## src/rtl/ssr_pkg.sv

```systemverilog
// Shared SSR4/SSR6 definitions: lane counts, ce cadence, lock states.
// Used by the gearboxes and the ce cadence tracker.
package ssr_pkg;

  localparam int SSR4_N    = 4;
  localparam int SSR6_N    = 6;
  localparam int CE_PERIOD = 3;

  typedef enum logic {
    UNLOCKED = 1'b0,
    LOCKED   = 1'b1
  } gbx_state_t;

  // ce is low on phase 0 only: cadence 0,1,1
  function automatic logic ce_expected(input logic [1:0] phase);
    return (phase != 2'd0);
  endfunction

endpackage

```

## src/rtl/ssr_ce_tracker.sv

```systemverilog
// Locks to the 0,1,1 ce cadence, tracks phase, flags sticky cadence errors.
// Phase/locked are registered; o_viol is combinational for the current clock.
module ssr_ce_tracker
  import ssr_pkg::*;
(
  input  logic       i_clk,
  input  logic       i_rst,
  input  logic       i_ce,
  output logic [1:0] o_phase,
  output logic       o_locked,
  output logic       o_viol,
  output logic       o_err
);

  gbx_state_t r_state;
  gbx_state_t w_state_nxt;
  logic [1:0] r_phase;
  logic [1:0] w_phase_nxt;
  logic       r_err;
  logic       w_err_nxt;
  logic       w_viol;

  always_ff @(posedge i_clk) begin
    if (i_rst) begin
      r_state <= UNLOCKED;
      r_phase <= 2'd0;
      r_err   <= 1'b0;
    end else begin
      r_state <= w_state_nxt;
      r_phase <= w_phase_nxt;
      r_err   <= w_err_nxt;
    end
  end

  always_comb begin
    w_state_nxt = r_state;
    w_phase_nxt = r_phase;
    w_err_nxt   = r_err;
    w_viol      = 1'b0;
    case (r_state)
      UNLOCKED: begin
        if (!i_ce) begin
          w_state_nxt = LOCKED;
          w_phase_nxt = 2'd1;
        end
      end
      LOCKED: begin
        w_viol = (i_ce != ce_expected(r_phase));
        // the violating clock never relocks, even with ce low
        if (w_viol) begin
          w_state_nxt = UNLOCKED;
          w_phase_nxt = 2'd0;
          w_err_nxt   = 1'b1;
        end else if (r_phase == 2'(CE_PERIOD - 1)) begin
          w_phase_nxt = 2'd0;
        end else begin
          w_phase_nxt = r_phase + 2'd1;
        end
      end
      default: w_state_nxt = UNLOCKED;
    endcase
  end

  assign o_phase  = r_phase;
  assign o_locked = (r_state == LOCKED);
  assign o_viol   = w_viol;
  assign o_err    = r_err;

endmodule

```

## src/rtl/ssr6_to_ssr4_gearbox.sv

```systemverilog
// 6-sample/clock (ce 2-of-3) to continuous 4-sample/clock gearbox, bit-exact.
// Latency 2 clocks from A presentation; no backpressure, errors zero the output.
module ssr6_to_ssr4_gearbox
  import ssr_pkg::*;
#(
  parameter int NBITS = 13
) (
  input  logic                        clk_i,
  input  logic                        rst_i,
  input  logic                        ce_i,
  input  logic [SSR6_N-1:0][NBITS-1:0] dat_i,
  output logic [SSR4_N-1:0][NBITS-1:0] dat_o,
  output logic                        valid_o,
  output logic                        frame_o,
  output logic                        err_o
);

  localparam int NIN  = SSR6_N;
  localparam int NOUT = SSR4_N;

  logic [1:0] w_phase;
  logic       w_locked;
  logic       w_viol;
  logic       w_err;
  logic       w_hit;

  logic [NIN-1:0][NBITS-1:0]  r_hold_a;
  logic [NIN-1:0][NBITS-1:0]  r_hold_b;
  logic [NOUT-1:0][NBITS-1:0] r_dat;
  logic                       r_valid;
  logic                       r_frame;

  ssr_ce_tracker u_trk (
    .i_clk    (clk_i),
    .i_rst    (rst_i),
    .i_ce     (ce_i),
    .o_phase  (w_phase),
    .o_locked (w_locked),
    .o_viol   (w_viol),
    .o_err    (w_err)
  );

  assign w_hit = w_locked && !w_viol;

  always_ff @(posedge clk_i) begin
    if (rst_i) begin
      r_hold_a <= '0;
      r_hold_b <= '0;
      r_dat    <= '0;
      r_valid  <= 1'b0;
      r_frame  <= 1'b0;
    end else if (!w_hit) begin
      r_dat   <= '0;
      r_valid <= 1'b0;
      r_frame <= 1'b0;
    end else begin
      case (w_phase)
        2'd1: begin
          r_hold_a <= dat_i;
          // r_valid low here means no B was captured in this lock yet
          r_dat    <= r_valid ? r_hold_b[5:2] : '0;
          r_frame  <= 1'b0;
        end
        2'd2: begin
          r_hold_b <= dat_i;
          r_dat    <= r_hold_a[3:0];
          r_frame  <= 1'b1;
          r_valid  <= 1'b1;
        end
        default: begin
          r_dat   <= {r_hold_b[1:0], r_hold_a[5:4]};
          r_frame <= 1'b0;
        end
      endcase
    end
  end

  assign dat_o   = r_dat;
  assign valid_o = r_valid;
  assign frame_o = r_frame;
  assign err_o   = w_err;

endmodule

```

## config.mk

```make
export PLATFORM = sky130hd
export DESIGN_NAME = ssr6_to_ssr4_gearbox
export DESIGN_NICKNAME = d
export VERILOG_FILES = /design/src/rtl/ssr_pkg.sv /design/src/rtl/ssr_ce_tracker.sv /design/src/rtl/ssr6_to_ssr4_gearbox.sv
export SDC_FILE = /design/constraint.sdc
export NUM_CORES = 1
export LEC_CHECK = 0
export CORE_ASPECT_RATIO = 0.6
export CORE_UTILIZATION = 49
export CTS_CLUSTER_SIZE = 10
export DETAILED_ROUTE_END_ITERATION = 6
export PLACE_DENSITY = 0.81
export SLEW_MARGIN = 40
export SYNTH_ARGS = -nofsm -noshare
export SYNTH_HDL_FRONTEND = slang
export SYNTH_SLANG_ARGS = --single-unit
```

## constraint.sdc

```tcl
create_clock -name clk_i -period 1.65 [get_ports clk_i]
set_input_delay 0.33 -clock clk_i [delete_from_list [all_inputs] [get_ports clk_i]]
set_output_delay 0.33 -clock clk_i [all_outputs]
set_load 0.02 [all_outputs]
```

# Word level (Yosys, flattened, before mapping)
# Cells that the tools add are included.
# op_classes
n_lt_le_gt_ge	0
div	0
n_shift	0
n_reduce_logical	7
addsub	1
mux	11
bitwise	2
n_mul	0
n_eq_ne	4
# ops
op	n
case mux 52 bit (2 select lines)	1
two-way mux 52 bit	1
two-way mux 2 bit	3
AND reduction 2 bit	3
two-way mux 1 bit	4
case mux 2 bit (2 select lines)	1
adder 2 x 1 -> 2 bit, second input constant	1
equality test 2 x 1 -> 1 bit, second input constant	1
equality test 2 bit, second input constant	1
!= test 2 bit, second input constant	1
NOT 1 bit	2
case mux 1 bit (2 select lines)	1
nonzero test 2 bit	1
OR reduction 2 bit	1
logical AND 1 bit	1
zero test 1 bit	1
!= test 1 bit	1
# word_totals
regBits	214
latch_bits	0
ram_bits	0
mem_count	0
word_cells	46
mem_bits_ro	0
out_inout_bits	55

# Logic depth before layout (Yosys ltp)
# depth
depth_word	7
ltp_mapped	8

# Modules after synthesis
# From an unflattened synthesis, not the netlist that was laid out.
# unflattened
hier_cells	919
hier_area_um2	9386.5
# modules_own_cells
module	cells_per_inst	area_per_inst_um2	seq_area_each_um2	instances
ssr6_to_ssr4_gearbox	900	9206.3	4204.0	1
ssr_ce_tracker	19	180.2	80.1	1

# Worst setup path after synthesis
# Ideal clock, no wire load.
# synth_timing
path_kind	flip-flop to flip-flop
from	register u_trk.r_phase[0] (netlist: u_trk.o_phase[0])
to	register r_hold_a[26] in the netlist's numbering
setup_ps	72
t_arrival_ps	1749
path_slack_ps	-171
n_path_buf	3
stages_incl_launch_ff	9
period_less_slack_ps	1821
cell_sequence	dfxtp_1 > inv_1 > ha_1 > ha_1 > and3b_1 > clkbuf_1 > buf_6 > buf_6 > mux2i_1
# synth_via
elab_chain_cells	6
elab_cells_between_ends	7
classes_between	eq/ne: 2; mux: 1; reduce/logical: 4
# synth_rtl
element	line	rtl
start: declaration	ssr_ce_tracker.sv:17	logic [1:0] r_phase;
start signal: assignment	ssr_ce_tracker.sv:30	r_phase <= w_phase_nxt;
nonzero test 2 bit	ssr_pkg.sv:16	return (phase != 2'd0);
!= test 1 bit	ssr_ce_tracker.sv:48	w_viol = (i_ce != ce_expected(r_phase));
two-way mux 1 bit	ssr_ce_tracker.sv:40	case (r_state)
zero test 1 bit	ssr6_to_ssr4_gearbox.sv:43	assign w_hit = w_locked && !w_viol;
logical AND 1 bit	ssr6_to_ssr4_gearbox.sv:43	
AND reduction 2 bit (no line) (*)	-	
end signal: assignment	ssr6_to_ssr4_gearbox.sv:59	r_hold_a <= dat_i;
end: declaration	ssr6_to_ssr4_gearbox.sv:27	logic [NIN-1:0][NBITS-1:0] r_hold_a;
# Every way passes the cells marked *; elsewhere a longest branch is shown, timed or not.
# A chain may end at the register's enable or synchronous reset.

# Worst setup path after layout
# layout_timing
from	register u_trk.r_phase[0] (netlist: u_trk.o_phase[0])
to	register r_dat (netlist bit dat_o[38])
# layout_via
elab_chain_cells	7
elab_cells_between_ends	10
classes_between	eq/ne: 3; mux: 2; bitwise: 1; reduce/logical: 4
# layout_rtl
element	line	rtl
nonzero test 2 bit	ssr_pkg.sv:16	
!= test 1 bit	ssr_ce_tracker.sv:48	
two-way mux 1 bit	ssr_ce_tracker.sv:40	
zero test 1 bit	ssr6_to_ssr4_gearbox.sv:43	
logical AND 1 bit	ssr6_to_ssr4_gearbox.sv:43	
NOT 1 bit (no line)	-	
OR reduction 2 bit (no line)	-	
end signal: assignment	ssr6_to_ssr4_gearbox.sv:61	r_dat <= r_valid ? r_hold_b[5:2] : '0;
end signal: assignment	ssr6_to_ssr4_gearbox.sv:66	r_dat <= r_hold_a[3:0];
end signal: assignment	ssr6_to_ssr4_gearbox.sv:71	r_dat <= {r_hold_b[1:0], r_hold_a[5:4]};
end: declaration	ssr6_to_ssr4_gearbox.sv:29	logic [NOUT-1:0][NBITS-1:0] r_dat;
# Parallel ways exist; a longest one is shown, timed or not.

==> impl_metrics.json <==
{
  "synth_top_area_cell": "dfxtp_1",
  "path_clk_slew_ps": 60,
  "ys_top_cells_by_area": "dfxtp_1, mux2i_1, nand2b_1",
  "synth_xor_area_frac": 0,
  "setup_slack_ps": -95.1,
  "grt_pass1_wl_mm": 35.5,
  "fmaxAchievable_ghz": 0.573,
  "worst-endpoint-required_ps": 2060,
  "clk_latency_ps": 510,
  "grt_setup_unrepaired": "true",
  "async_flop_share": 0,
  "ys_ff_latch": 214,
  "tightest_slew_ps": 381,
  "drt_first_pass_iters": 7,
  "slew-limit-headroom": 0.746,
  "ir_worst_vdd_mv": 0.697,
  "yosysMostFrequentCell": "nand2b_1",
  "p_per_area_mw_per_mm2": 946,
  "drv_slew": 0,
  "avgRoutedWirePerCell_um": 19.1,
  "num_antenna_cells": 0,
  "crit_type": "flip-flop to flip-flop",
  "grt-ovfl-total": 0,
  "cellLeakagePower_nw": 4.75,
  "ys_warn_count": 0,
  "pin_count": 136,
  "hpwl_mm": 13.9,
  "max_cap_viol_count": 0,
  "clockBufferDepth": 3,
  "slowest_stage": "or3b_4",
  "start_kind": "flip-flop",
  "root_buffer": "clkbuf_16",
  "drive_gt1_frac": 0.143,
  "critPathMaxStageDelay_ps": 470,
  "start_util": 0.506,
  "hold_viol": 0,
  "hp-class": "input pin to flip-flop",
  "power_mw": 11.2,
  "rows": 38,
  "syn_inst": 869,
  "finClkSkew_ps": 17.7,
  "crit_chain": "inv_2 > ha_4 > ha_4 > or3b_4 > buf_6 > a211oi_1",
  "seq_area_frac_synth": 0.464,
  "synthMuxAreaShare": 0.169,
  "numPortBuffers": 135,
  "core_mm2": 0.0183,
  "grt_pass1_vias": 6515,
  "drtIter0Drc": 496,
  "via_per_inst": 5.47,
  "violations": "DRC, setup timing",
  "floorplan.die_area_mm2": 0.0194,
  "post-route-cell-area_mm2": 0.0119,
  "grtUsageTotal": 0.233,
  "wl_mm": 23.7,
  "ys.flop_type": "dfxtp_1",
  "die_h_um": 108,
  "cp_common_cell": "ha_4",
  "power_switching_mw": 2.70,
  "cts-buffers-inserted": 25,
  "gp_congestion": 0.766,
  "synthAdderAreaFrac": 0.00813,
  "ys_types": 20,
  "area_delta_synth_final_pct": 28.7,
  "syn_area_mm2": 0.00923,
  "seqPwrFrac": 0.473,
  "synth_edf_count": 0,
  "period_needed_ps": 1750,
  "synth_fp_nets": 956,
  "end_kind": "flip-flop",
  "critPathMaxFanout": 11,
  "synth_top_area_frac": 0.464,
  "antenna_found_initial": 0,
  "drc": 20,
  "avgSynthCellArea_um2": 10.6,
  "power_frac_clock": 0.411,
  "combPwrFrac": 0.116,
  "arrival_ps": 2150,
  "synthSimpleGateAreaFrac": 0.187,
  "num_vias": 6771,
  "synth_top_family_by_area": "simple AND/OR/NAND/NOR gates",
  "intPower_mw": 8.54,
  "post-route-period-util": 1.06,
  "ant_nets": 0,
  "grt_max_degree": 125,
  "setup_viol": 152,
  "dpl_cell_area_mm2": 0.0109,
  "synth_compound_area_frac": 0.122,
  "fin_nets": 1086,
  "synthTopCellsByCount": "nand2b_1, dfxtp_1, mux2i_1, nor2_1, a32oi_1",
  "p_sw_frac": 0.240,
  "htree_levels": 1,
  "cts_sinks": 214,
  "cts_tree": "yes",
  "post-place-ws_ps": -490,
  "status": "finished with violations",
  "die_w_um": 179
}
## critical path: cells and delay by family (launching register included)
family,cells,cell delay (ps)
DFF,1,340
AOI/OAI and AO/OA,1,200
buffers and inverters,2,240
and+or+nand+nor,1,470
adders and majority gates,2,380
## registers in the layout, indices dropped and copies added (netlist names)
register	cells
frame_o	1
r_hold_b	78
valid_o	1
u_trk.o_phase	2
dat_o	52
r_hold_a	78
u_trk.o_locked	1
u_trk.o_err	1
## final timing paths
kind | from | to | slack (ps) | depth (start not counted)
worst max-delay path | u_trk.o_phase[0] | dat_o[38] | -100 | 6
worst min-delay path | rst_i | u_trk.o_err | 350 | 3
worst max register to register | u_trk.o_phase[0] | dat_o[38] | -100 | 6
worst min register to register | r_hold_a[41] | r_hold_a[41] | 470 | 2
## layout by cell type, fill, tap and decap left out, types with 3 or more instances in the layout
cell / synthesis / routed
a211oi_2: 49 / 51
a21oi_1: 3 / 3
a32oi_1: 52 / 52
buf_12: 0 / 20
buf_4: 6 / 14
buf_6: 11 / 6
buf_8: 0 / 3
clkbuf_16: 0 / 32
clkdlybuf4s50_1: 0 / 79
dfxtp_1: 214 / 211
dfxtp_2: 0 / 3
dlygate4sd2_1: 0 / 55
inv_1: 5 / 3
mux2i_1: 156 / 153
mux2i_2: 0 / 3
nand2b_1: 234 / 234
nand3b_1: 4 / 4
nor2_1: 55 / 55
## power by group through the flow
stage          logic [mW]  clock network, mW  registers [mW]
2_1_floorplan       0.708                  0            5.45
3_3_place_gp         1.23                  0            5.43
3_5_place_dp         1.24                  0            5.43
4_1_cts              1.26               4.66            5.32
5_1_grt              1.40               4.86            5.33
6_report             1.31               4.62            5.32
## cell type report
cell class                      count  area [um2]
Timing Repair Buffer              185        2090
Fill cell                        1425        6370
Clock buffer                       25         626
Multi-Input combinational cell    568        4550
Sequential cell                   214        4290
Inverter                            5        18.8
Clock inverter                      1        8.76
Tap cell                          240         300
## stage by stage
stage,TNS [ps],cells,hold slack (ps),utilization
floorplan,0,869,434,-
global placement,-76740,1196,458,0.599
detailed placement,-82020,1196,463,0.599
CTS,-1370,1227,351,0.637
global route,-16090,1238,362,0.651
finish,-4010,1238,350,0.651
## repair_timing
item	CTS	global route
resized for setup	68	14
gates cloned	2	8
setup endpoints to repair	220	198
hold buffers	0	0
pin swaps	3	5
setup buffers	3	4
## logic make-up after synthesis
group                      Yosys count
buffers and inverters               87
AOI/OAI and AO/OA                  110
muxes                              156
DFF                                214
and+or+nand+nor                    296
adders and majority gates            6
## per-layer routing
metal	up-vias	GRT usage	routed length, um
met2	204	0.346	10200
li1	3243	-	-
met1	3299	0.350	11800
met3	25	0.0415	1370
met4	0	0.0450	272
met5	-	0	0
(Power assumes the default switching activity.)
